==> src/rtl/ball_motion_integrator_if.sv <==
// ---------------------------------------------------------------------------
// ball_motion_integrator_if
//   Signal bundle between the frame/cue/collision logic and the ball motion
//   integrator. The driving side (frame timing, cue input, border_collision)
//   uses the master modport. The integrator uses the slave modport.
//
//   Signals (master -> slave):
//     startOfFrame        1-cycle pulse, once per video frame
//     shotValid           1-cycle pulse, cue strike request
//     shotVelX/Y    11s   strike velocity, sub-pixel units per frame
//     collisionOccurred   collision indication from border_collision
//     collVelX/Y    11s   corrected velocity from border_collision
//   Signals (slave -> master):
//     topLeftX/Y    11s   ball top-left position, integer pixels
//     ballVelX/Y    11s   current velocity, sub-pixel units per frame
//     moving              1 while the ball is in motion
// ---------------------------------------------------------------------------
interface ball_motion_integrator_if;
    logic                      startOfFrame;
    logic                      shotValid;
    logic signed [10:0]        shotVelX;
    logic signed [10:0]        shotVelY;
    logic                      collisionOccurred;
    logic signed [10:0]        collVelX;
    logic signed [10:0]        collVelY;
    logic signed [10:0]        topLeftX;
    logic signed [10:0]        topLeftY;
    logic signed [10:0]        ballVelX;
    logic signed [10:0]        ballVelY;
    logic                      moving;

    modport master (
        output startOfFrame, shotValid, shotVelX, shotVelY,
               collisionOccurred, collVelX, collVelY,
        input  topLeftX, topLeftY, ballVelX, ballVelY, moving
    );

    modport slave (
        input  startOfFrame, shotValid, shotVelX, shotVelY,
               collisionOccurred, collVelX, collVelY,
        output topLeftX, topLeftY, ballVelX, ballVelY, moving
    );
endinterface

==> src/rtl/ball_motion_integrator.sv <==
// ---------------------------------------------------------------------------
// ball_motion_integrator
//   Per-frame ball kinematics. Holds the ball velocity and a sub-pixel
//   position. A cue shot starts motion. Collision-corrected velocities from
//   border_collision replace the velocity, at most once per frame. On every
//   frame pulse the position advances by the velocity. The integer top-left
//   position and the velocity feed the drawing and collision logic.
//
//   Ports:
//     clk      in   system clock
//     resetN   in   asynchronous, active-low reset
//     bus      ball_motion_integrator_if.slave
//              inputs:  startOfFrame, shotValid, shotVelX/Y,
//                       collisionOccurred, collVelX/Y
//              outputs: topLeftX/Y, ballVelX/Y, moving
//
//   Build option:
//     BALL_FRICTION_EN  when defined, every FRICTION_PERIOD frames each
//                       nonzero velocity component moves one unit toward
//                       zero, so the ball eventually comes to rest. When not
//                       defined there is no decay. The ball then stops only
//                       if a collision loads a zero velocity.
// ---------------------------------------------------------------------------
module ball_motion_integrator #(
    parameter int INIT_X          = 280,
    parameter int INIT_Y          = 185,
    parameter int FRAC_BITS       = 6,
    parameter int MAX_VEL         = 255,
    parameter int FRICTION_PERIOD = 4
) (
    input  logic                     clk,
    input  logic                     resetN,
    ball_motion_integrator_if.slave  bus
);

    localparam int DATA_W = 11;
    localparam int POS_W  = DATA_W + FRAC_BITS;

    localparam logic signed [POS_W-1:0]  POS_INIT_X = POS_W'(INIT_X * (2 ** FRAC_BITS));
    localparam logic signed [POS_W-1:0]  POS_INIT_Y = POS_W'(INIT_Y * (2 ** FRAC_BITS));
    localparam logic signed [DATA_W-1:0] TL_INIT_X  = DATA_W'(INIT_X);
    localparam logic signed [DATA_W-1:0] TL_INIT_Y  = DATA_W'(INIT_Y);
    localparam logic signed [DATA_W-1:0] VEL_MAX    = DATA_W'(MAX_VEL);
    localparam logic signed [DATA_W-1:0] VEL_MIN    = -VEL_MAX;
    localparam logic signed [DATA_W-1:0] VEL_ZERO   = '0;

`ifdef BALL_FRICTION_EN
    localparam int CNT_W = (FRICTION_PERIOD > 1) ? $clog2(FRICTION_PERIOD) : 1;
    localparam logic [CNT_W-1:0] CNT_LAST = CNT_W'(FRICTION_PERIOD - 1);
    localparam logic signed [DATA_W-1:0] VEL_ONE = DATA_W'(1);
`endif

    typedef enum logic [0:0] {
        IDLE   = 1'b0,
        MOVING = 1'b1
    } state_t;

    // Saturate a velocity to +/-MAX_VEL.
    function automatic logic signed [DATA_W-1:0] clamp_vel(
        input logic signed [DATA_W-1:0] v
    );
        if (v > VEL_MAX)
            return VEL_MAX;
        else if (v < VEL_MIN)
            return VEL_MIN;
        else
            return v;
    endfunction

    // Sign-extend a velocity to position width so it adds in sub-pixel units.
    function automatic logic signed [POS_W-1:0] sext_vel(
        input logic signed [DATA_W-1:0] v
    );
        return {{FRAC_BITS{v[DATA_W-1]}}, v};
    endfunction

`ifdef BALL_FRICTION_EN
    // Move a velocity component one unit toward zero. Zero stays zero.
    function automatic logic signed [DATA_W-1:0] decay_vel(
        input logic signed [DATA_W-1:0] v
    );
        if (v > VEL_ZERO)
            return v - VEL_ONE;
        else if (v < VEL_ZERO)
            return v + VEL_ONE;
        else
            return v;
    endfunction
`endif

    state_t                     state;
    logic                       moving_r;
    logic                       coll_gate;
    logic signed [DATA_W-1:0]   vel_x_p0;
    logic signed [DATA_W-1:0]   vel_y_p0;
    logic signed [POS_W-1:0]    pos_x_p0;
    logic signed [POS_W-1:0]    pos_y_p0;
    logic signed [DATA_W-1:0]   top_left_x_p1;
    logic signed [DATA_W-1:0]   top_left_y_p1;
`ifdef BALL_FRICTION_EN
    logic [CNT_W-1:0]           friction_cnt;
    logic                       friction_due;
`endif

    logic                       in_motion;
    logic                       frame_step;
    logic                       coll_accept;
    logic                       stop;
    logic signed [DATA_W-1:0]   step_vel_x;
    logic signed [DATA_W-1:0]   step_vel_y;
    logic signed [DATA_W-1:0]   next_vel_x;
    logic signed [DATA_W-1:0]   next_vel_y;

    // Next-velocity selection. An accepted collision overrides any friction
    // decay in the same cycle, because the corrected velocity comes from a
    // bounce that belongs to the new frame.
    always_comb begin
        in_motion   = (state == MOVING);
        frame_step  = in_motion && bus.startOfFrame;
        coll_accept = in_motion && bus.collisionOccurred && !coll_gate;
        step_vel_x  = vel_x_p0;
        step_vel_y  = vel_y_p0;
`ifdef BALL_FRICTION_EN
        friction_due = frame_step && (friction_cnt == CNT_LAST);
        if (friction_due) begin
            step_vel_x = decay_vel(vel_x_p0);
            step_vel_y = decay_vel(vel_y_p0);
        end
`endif
        next_vel_x = coll_accept ? clamp_vel(bus.collVelX) : step_vel_x;
        next_vel_y = coll_accept ? clamp_vel(bus.collVelY) : step_vel_y;
        stop       = frame_step && (next_vel_x == VEL_ZERO) && (next_vel_y == VEL_ZERO);
    end

    // Stage p0: motion state, velocity and sub-pixel position.
    // Stage p1: integer top-left, one cycle behind the position.
    always_ff @(posedge clk or negedge resetN) begin
        if (!resetN) begin
            state         <= IDLE;
            moving_r      <= 1'b0;
            coll_gate     <= 1'b0;
            vel_x_p0      <= VEL_ZERO;
            vel_y_p0      <= VEL_ZERO;
            pos_x_p0      <= POS_INIT_X;
            pos_y_p0      <= POS_INIT_Y;
            top_left_x_p1 <= TL_INIT_X;
            top_left_y_p1 <= TL_INIT_Y;
`ifdef BALL_FRICTION_EN
            friction_cnt  <= '0;
`endif
        end else begin
            // The slice is the arithmetic right shift by FRAC_BITS, truncated to
            // output width.
            top_left_x_p1 <= pos_x_p0[FRAC_BITS +: DATA_W];
            top_left_y_p1 <= pos_y_p0[FRAC_BITS +: DATA_W];

            unique case (state)
                IDLE: begin
                    // A frame pulse in the same cycle does not move the ball.
                    // Motion starts with the next frame.
                    if (bus.shotValid) begin
                        vel_x_p0  <= clamp_vel(bus.shotVelX);
                        vel_y_p0  <= clamp_vel(bus.shotVelY);
                        coll_gate <= 1'b0;
                        state     <= MOVING;
                        moving_r  <= 1'b1;
                    end
                end

                MOVING: begin
                    vel_x_p0 <= next_vel_x;
                    vel_y_p0 <= next_vel_y;

                    if (frame_step) begin
                        // Position always advances with the velocity that was in
                        // force during the frame just ended.
                        pos_x_p0 <= pos_x_p0 + sext_vel(vel_x_p0);
                        pos_y_p0 <= pos_y_p0 + sext_vel(vel_y_p0);
`ifdef BALL_FRICTION_EN
                        friction_cnt <= friction_due ? '0 : friction_cnt + 1'b1;
`endif
                    end

                    // One bounce per frame. If a bounce coincides with the frame
                    // pulse, it is charged to the new frame.
                    if (coll_accept)
                        coll_gate <= 1'b1;
                    else if (frame_step)
                        coll_gate <= 1'b0;

                    if (stop) begin
                        state    <= IDLE;
                        moving_r <= 1'b0;
                    end
                end

                default: begin
                    state    <= IDLE;
                    moving_r <= 1'b0;
                end
            endcase
        end
    end

    assign bus.topLeftX = top_left_x_p1;
    assign bus.topLeftY = top_left_y_p1;
    assign bus.ballVelX = vel_x_p0;
    assign bus.ballVelY = vel_y_p0;
    assign bus.moving   = moving_r;

endmodule
==> src/flat_wrapper.sv <==
// flat-port wrapper written by rule: the top's interface ports become plain ports
module ball_motion_integrator_flat 
#(
    parameter int INIT_X          = 280,
    parameter int INIT_Y          = 185,
    parameter int FRAC_BITS       = 6,
    parameter int MAX_VEL         = 255,
    parameter int FRICTION_PERIOD = 4
)
  (clk, resetN, bus_startOfFrame, bus_shotValid, bus_shotVelX, bus_shotVelY, bus_collisionOccurred, bus_collVelX, bus_collVelY, bus_topLeftX, bus_topLeftY, bus_ballVelX, bus_ballVelY, bus_moving);
  ball_motion_integrator_if bus_i ();
  input  logic clk;
  input  logic resetN;
  input wire logic [$bits(bus_i.startOfFrame)-1:0] bus_startOfFrame;
  input wire logic [$bits(bus_i.shotValid)-1:0] bus_shotValid;
  input wire logic [$bits(bus_i.shotVelX)-1:0] bus_shotVelX;
  input wire logic [$bits(bus_i.shotVelY)-1:0] bus_shotVelY;
  input wire logic [$bits(bus_i.collisionOccurred)-1:0] bus_collisionOccurred;
  input wire logic [$bits(bus_i.collVelX)-1:0] bus_collVelX;
  input wire logic [$bits(bus_i.collVelY)-1:0] bus_collVelY;
  output wire logic [$bits(bus_i.topLeftX)-1:0] bus_topLeftX;
  output wire logic [$bits(bus_i.topLeftY)-1:0] bus_topLeftY;
  output wire logic [$bits(bus_i.ballVelX)-1:0] bus_ballVelX;
  output wire logic [$bits(bus_i.ballVelY)-1:0] bus_ballVelY;
  output wire logic [$bits(bus_i.moving)-1:0] bus_moving;
  assign bus_i.startOfFrame = bus_startOfFrame;
  assign bus_i.shotValid = bus_shotValid;
  assign bus_i.shotVelX = bus_shotVelX;
  assign bus_i.shotVelY = bus_shotVelY;
  assign bus_i.collisionOccurred = bus_collisionOccurred;
  assign bus_i.collVelX = bus_collVelX;
  assign bus_i.collVelY = bus_collVelY;
  assign bus_topLeftX = bus_i.topLeftX;
  assign bus_topLeftY = bus_i.topLeftY;
  assign bus_ballVelX = bus_i.ballVelX;
  assign bus_ballVelY = bus_i.ballVelY;
  assign bus_moving = bus_i.moving;
  ball_motion_integrator #(.INIT_X(INIT_X), .INIT_Y(INIT_Y), .FRAC_BITS(FRAC_BITS), .MAX_VEL(MAX_VEL), .FRICTION_PERIOD(FRICTION_PERIOD)) u_core (.clk(clk), .resetN(resetN), .bus(bus_i));
endmodule
==> config.mk <==
export PLATFORM = sky130hd
export DESIGN_NAME = ball_motion_integrator_flat
export DESIGN_NICKNAME = d
export VERILOG_FILES = /design/src/rtl/ball_motion_integrator_if.sv /design/src/rtl/ball_motion_integrator.sv /design/src/flat_wrapper.sv
export SDC_FILE = /design/constraint.sdc
export NUM_CORES = 1
export LEC_CHECK = 0
export ABC_AREA = 1
export CAP_MARGIN = 20
export CORE_MARGIN = 2
export CORE_UTILIZATION = 30
export CTS_CLUSTER_DIAMETER = 50
export DETAILED_ROUTE_END_ITERATION = 7
export PLACE_DENSITY = 0.47
export SYNTH_ARGS = -nofsm -noshare
export SYNTH_HDL_FRONTEND = slang
export SYNTH_SLANG_ARGS = --single-unit
==> constraint.sdc <==
create_clock -name clk -period 2.7 [get_ports clk]
set_clock_uncertainty 0.1 [all_clocks]
set_input_delay 0.675 -clock clk [delete_from_list [all_inputs] [get_ports clk]]
set_output_delay 0.675 -clock clk [all_outputs]
set_load 0.02 [all_outputs]
==> results of run 1 <==
## cell usage after synthesis (all sizes together) (5+ instances only)
library cell  count
a21oi            47
buf               7
clkbuf           12
dfrtp            65
dfstp            16
ha               36
inv              54
nand2           252
nand3            56
nand3b           11
nand4             5
nor2             54
nor4              8
o21ai            47
o221ai           14
or2              10
xnor2            10
## worst max path at each step
stage,cells past startpoint,to,from
2_1_floorplan,13,u_core.bus.moving,bus_collVelY[7]
3_3_place_gp,14,u_core.bus.moving,bus_collVelY[7]
3_5_place_dp,16,u_core.bus.moving,bus_collVelX[4]
4_1_cts,16,u_core.bus.moving,bus_collVelX[4]
5_1_grt,15,u_core.bus.moving,bus_collVelY[8]
6_report,15,u_core.bus.moving,bus_collVelY[8]
## cell usage in the layout, fill, tap and decap left out, types with 2 or more instances in the layout
cell type / synthesis / final
nor3_1: 2 / 2
o31ai_1: 2 / 2
xor2_1: 3 / 3
clkinvlp_4: 0 / 2
nor2_2: 1 / 3
clkbuf_16: 0 / 9
inv_1: 52 / 51
inv_2: 2 / 2
buf_4: 2 / 50
clkdlybuf4s50_1: 0 / 76
dfrtp_1: 65 / 65
nor4_2: 0 / 2
ha_1: 36 / 36
buf_12: 0 / 4
nand4_1: 5 / 5
dfstp_2: 16 / 16
or2_2: 7 / 7
o221ai_1: 14 / 14
xnor2_1: 10 / 10
o211ai_1: 3 / 3
o21ai_1: 9 / 8
fa_1: 2 / 2
nor2_1: 53 / 51
clkinv_1: 4 / 4
o21ai_0: 38 / 38
nand2_2: 0 / 4
a21oi_1: 47 / 47
o311ai_0: 2 / 2
nand3b_1: 11 / 11
clkbuf_1: 12 / 4
nand2_1: 252 / 248
nor4_1: 8 / 6
nand3_1: 56 / 55
or2_1: 3 / 3
dlymetal6s2s_1: 0 / 16
## final cells by class
type	instances	area [µm²]
clock buffer	13	240
clock inverter	3	42.5
fill	1742	10000
inverter	58	221
multi-input combinational	568	2990
sequential	81	2050
tap	225	282
timing repair buffer	147	1430
## per-stage QoR
| step | power, µW | area, µm² | utilization [%] | worst slack (ns) | hold slack [ns] |
|---|---|---|---|---|---|
| after detailed placement | 6310 | 6870 | 39.7 | -0.321 | 0.268 |
| after floorplan | 4870 | 5300 | - | 0.310 | 0.262 |
| final | 7510 | 7250 | 41.9 | 0.192 | 0.215 |
| after global routing | 8220 | 7250 | 41.9 | 0.0461 | 0.246 |
| after global placement | 6280 | 6870 | 39.7 | -0.254 | 0.269 |
| after CTS | 7580 | 7150 | 41.3 | 0.0440 | 0.232 |
## sequential cells by signal, summed over array words and instances, names as in the netlist
signal	flops
u_core.bus.ballVelY	11
u_core.bus.topLeftY	11
u_core.pos_y_p0	17
u_core.in_motion	1
u_core.bus.topLeftX	11
u_core.bus.ballVelX	11
u_core.pos_x_p0	17
u_core.bus.moving	1
u_core.coll_gate	1
## logic make-up (layout without fill, tap and decap cells)
logic type | count (synthesis) | after routing
buf+inv | 77 | 221
compound gates | 119 | 119
flops | 81 | 81
fa+ha+maj | 38 | 38
simple gates | 398 | 398
xor+xnor | 13 | 13
## where the power goes
group	internal, µW	leakage (µW)	switching, µW
clock network	716	0.000134	482
registers	1800	0.000939	399
logic	1770	0.00249	2340
## per-layer routing
metal	wire [µm]	up-vias	GRT usage [%]
met5	0	-	0
met2	7880	95	32.2
met4	156	0	3.67
met3	598	10	3.78
met1	7230	2503	22.5
li1	-	2708	-
## timing repair
item	4_1_cts	5_1_grt
buffers inserted	0	2
resized for setup	0	28
setup endpoints to repair	0	6
## worst max-delay path, cell delays in order
cell,delay [ns]
clkdlybuf4s50_1,0.49
nand4_1,0.11
ha_1,0.31
buf_6,0.11
clkinvlp_4,0.13
nand2_1,0.10
nand2_1,0.05
nand2_1,0.07
nand2_2,0.05
nor2_1,0.10
nand2_1,0.08
nor2_1,0.13
nand3_2,0.09
nand2_1,0.07
nand2_1,0.04
==> out/metrics.yaml, run 1 <==
floorplan:
  row_count: 48
  initial_utilization_pct: 30.6
  die_area_um2: 18700
  die_h_um: 137
  fp.coreArea_um2: 17300
  die_x_um: 137
  io_pins: 94
global_routing:
  grt_use_total_pct: 18.0
  antenna_found_initial: 0
  grt_max_degree: 39
  grt_pass1_vias: 5352
  grt_overflow: 0
  grt_pass1_wl_um: 26300
logic_synthesis:
  synth_top_family_by_area: "simple AND/OR/NAND/NOR gates"
  synth.area.mux_share_pct: 0
  async_reset_ff_share_pct: 100
  ys.flop_type: "dfrtp_1"
  synth-adder-area-share_pct: 9.25
  yosysWarnings: 0
  synth-simple-area-share_pct: 31.5
  syn_nets: 813
  yosys_register_bits: 81
  synth-edff-count: 0
  synth_cell_types: 33
  syn_area_per_cell_um2: 7.30
  syn_area_um2: 5300
  yosys-top-cells-area: "dfrtp_1, nand2_1, ha_1"
  synth_compound_area_share_pct: 12.8
  synth-seq-area-share_pct: 38.6
  synth_top_area_share_pct: 30.7
  synth_cells: 726
  yosys.area_share.xor_xnor_pct: 2.15
  yosysTopAreaCell: "dfrtp_1"
routing:
  wl_per_cell_um: 14.5
  drt-total-wl_um: 15900
  via_per_inst: 4.85
  ant_nets: 0
  drc: 0
  vias: 5316
  drt-pass1-iter-count: 5
  drt-initial-drc-count: 380
placed_design:
  io_buffers: 93
  dpl.hpwl_um: 12400
  gp_congestion: 0.914
  dp_cells: 1077
timing:
  rsz0062_at_grt: "false"
  drv_slew: 0
  fin_crit_sh_pct: 92.9
  finalSetupViolations: 0
  fin_setup_tns_ns: 0
  worstMarginPinSlew_ns: 0.743
  final_hold_viol_count: 0
  max_freq_mhz: 399
  slew_headroom_pct: 50.3
  finalCriticalPeriod_ns: 2.51
clock_network:
  postCtsHoldBufs: 0
  clk_pin_slew_ns: 0.06
  clock-sinks: 81
  cts_buffer_depth: 2
  numCtsBuffers: 9
  cts_tree: "done"
  root_buffer: "clkbuf_16"
  clk_latency_ns: 0.34
  cts.htree.levels: 3
critical_path:
  crit_arrival_ns: 2.63
  critPathMaxFanout: 7
  start_kind: "input pin"
  r2r-start: "u_core.bus.ballVelY[0]"
  criticalPathCategory: "in2reg"
  reg2reg_slack_ns: 0.47
  ff2ff_path_depth: 15
  required_ns: 2.82
  cp-end-kind: "register"
  r2r-end: "u_core.pos_y_p0[16]"
power_and_ir_drop:
  p_leak_uw: 0.00356
  irDropWorstVdd_uv: 467
  power.density_nw_per_um2: 1040
min_path:
  hp-class: "in2async"
status:
  outcome: "finished, final reports clean"
finish:
  drive_gt1_share_pct: 12.0
  final_cells: 1095
  antenna_cells: 0
  area.growth.synth_to_final_pct: 36.7
  fin_nets: 952
flow_run:
  cap_viol_max_count: 0
Note: power is estimated with default switching activity, not from simulation.
==> run 2: changes to the inputs <==
Settings changed: CORE_MARGIN 2 to 1.5.
==> run 2 against run 1 <==
Sequential cell count stayed put. First-iteration DRC count is 25% lower. Setup slack worse by 0.012 ns. Highest routed layer unchanged. Hold slack worse by 0.034 ns. Via count hardly changed. Clock-buffer cell count is 3 lower. Fmax is 0.49% lower. Critical path depth is 2 higher.
==> out/metrics.yaml, run 2 (synthesis gave the netlist of run 1 again) <==
status:
  outcome: "finished, final reports clean"
finish:
  drive_gt1_share_pct: 12.3
  final_cells: 1096
  register_area_um2: 2050
  reg_top3: "u_core.pos_x_p0: 17 flops, u_core.pos_y_p0: 17 flops"
  fin_util_pct: 41.9
  stdcell_area_um2: 7260
  multi_input_area_um2: 2980
  fill_cells: 1797
  area.growth.synth_to_final_pct: 36.9
  antenna_cells: 0
  layout_common_cells: "nand2_1, clkdlybuf4s50_1, dfrtp_1"
  final_common_cell: "nand2_1"
  fin_nets: 953
timing:
  fin_crit_sh_pct: 93.3
  drv_slew: 0
  final_hold_viol_count: 0
  finalCriticalPeriod_ns: 2.52
  max_freq_mhz: 397
  worstMarginPinSlew_ns: 0.719
  slew_headroom_pct: 51.9
  rsz0062_at_grt: "false"
  fin_ws_ns: 0.180
  finalSetupViolations: 0
placed_design:
  gp_congestion: 0.888
  dpl_cell_area_um2: 6860
  dp_cells: 1078
  dp_slack_ns: -0.298
  dpl.hpwl_um: 12300
  io_buffers: 93
routing:
  drt-total-wl_um: 15700
  drc: 0
  vias: 5318
  ant_nets: 0
  drt-initial-drc-count: 285
  drt-pass1-iter-count: 5
  via_per_inst: 4.85
  wl_per_cell_um: 14.3
floorplan:
  io_pins: 94
  row_count: 48
  fp.coreArea_um2: 17300
  die_x_um: 136
  initial_utilization_pct: 30.6
  die_area_um2: 18500
  die_h_um: 136
power_and_ir_drop:
  p_leak_uw: 0.00355
  irDropWorstVdd_uv: 416
  power.density_nw_per_um2: 1050
clock_network:
  clock-sinks: 81
  clk_pin_slew_ns: 0.07
  cts_buffer_depth: 2
  cts.htree.levels: 3
  clk_latency_ns: 0.34
  root_buffer: "clkbuf_16"
  cts_tree: "done"
  numCtsBuffers: 9
global_routing:
  grt_pass1_wl_um: 26200
  antenna_found_initial: 0
  grt_overflow: 0
  grt_use_total_pct: 18.0
  grt_pass1_vias: 5289
  grt_max_degree: 48
critical_path:
  reg2reg_slack_ns: 0.49
  crit_arrival_ns: 2.64
  required_ns: 2.82
  cp-end-kind: "register"
  start_kind: "input pin"
  critPathMaxFanout: 7
  criticalPathCategory: "in2reg"
min_path:
  hp-class: "in2async"
flow_run:
  cap_viol_max_count: 0
## run 2: final cells by class
class | instances | share of cell area, %
clock buffer | 10 | 3.29
clock inverter | 6 | 1.00
inverter | 58 | 3.05
multi-input combinational | 568 | 41.1
sequential | 81 | 28.2
tap | 225 | 3.88
timing repair buffer | 148 | 19.5
## run 2: path summary, 6_finish.rpt
| kind | start | to | cells after the start |
|---|---|---|---|
| max | bus_collVelY[2] | u_core.bus.moving | 17 |
| min reg2reg | u_core.pos_y_p0[11] | u_core.bus.topLeftY[5] | 0 |
| min | resetN | u_core.bus.ballVelY[2] | 1 |
| max in group asynchronous | resetN | u_core.bus.topLeftX[3] | 2 |
| min in group clk | u_core.pos_y_p0[11] | u_core.bus.topLeftY[5] | 0 |
| max reg2reg | u_core.bus.ballVelY[0] | u_core.pos_y_p0[16] | 15 |
## run 2: worst max-delay path, stage by stage
cell,delay (ns)
clkdlybuf4s50_1,0.47
nor2_1,0.05
nand3_1,0.06
nand4_1,0.08
ha_1,0.32
buf_6,0.11
clkinvlp_4,0.12
nand2_1,0.09
nand2_1,0.05
nand2_1,0.06
nand2_1,0.07
nor2_1,0.09
nand2_1,0.05
nor2_1,0.11
nand3_1,0.11
nand2_1,0.08
nand2_1,0.04
## run 2: repair_timing
| item | CTS | global route |
|---|---|---|
| gates resized for setup | 0 | 23 |
| buffers inserted | 0 | 2 |
| hold buffers | 0 | 0 |
| setup endpoints to repair | 0 | 5 |
## run 2: where the power goes
group          internal, µW  switching (µW)  leakage, µW  total, µW
Combinational          1770            2330      0.00246       4110
Sequential             1800             397     0.000939       2200
Clock                   754             522     0.000155       1280
Total                  4330            3250      0.00355       7580
## run 2: metrics by stage
stage	setup TNS, ns	power (µW)	hold slack (ns)
2_1_floorplan	0	4870	0.262
3_3_place_gp	-1.88	6290	0.270
3_5_place_dp	-2.52	6320	0.273
4_1_cts	0	7660	0.188
5_1_grt	0	8320	0.195
6_report	0	7580	0.181
## run 2: routing by layer
metal / share of wire (%) / vias to the layer above / global-route usage, %
met2: 48 / 105 / 30.7
met4: 1.7 / 0 / 4.14
met5: 0 / - / 0
met1: 45 / 2487 / 23.1
li1: - / 2709 / -
met3: 4.9 / 17 / 4.36
==> run 3: changes to the inputs <==
Settings changed: GPL_ROUTABILITY_DRIVEN from default to 0.
==> results of run 3 <==
Same layout as run 2: the final DEF is identical, and so are final timing and power.
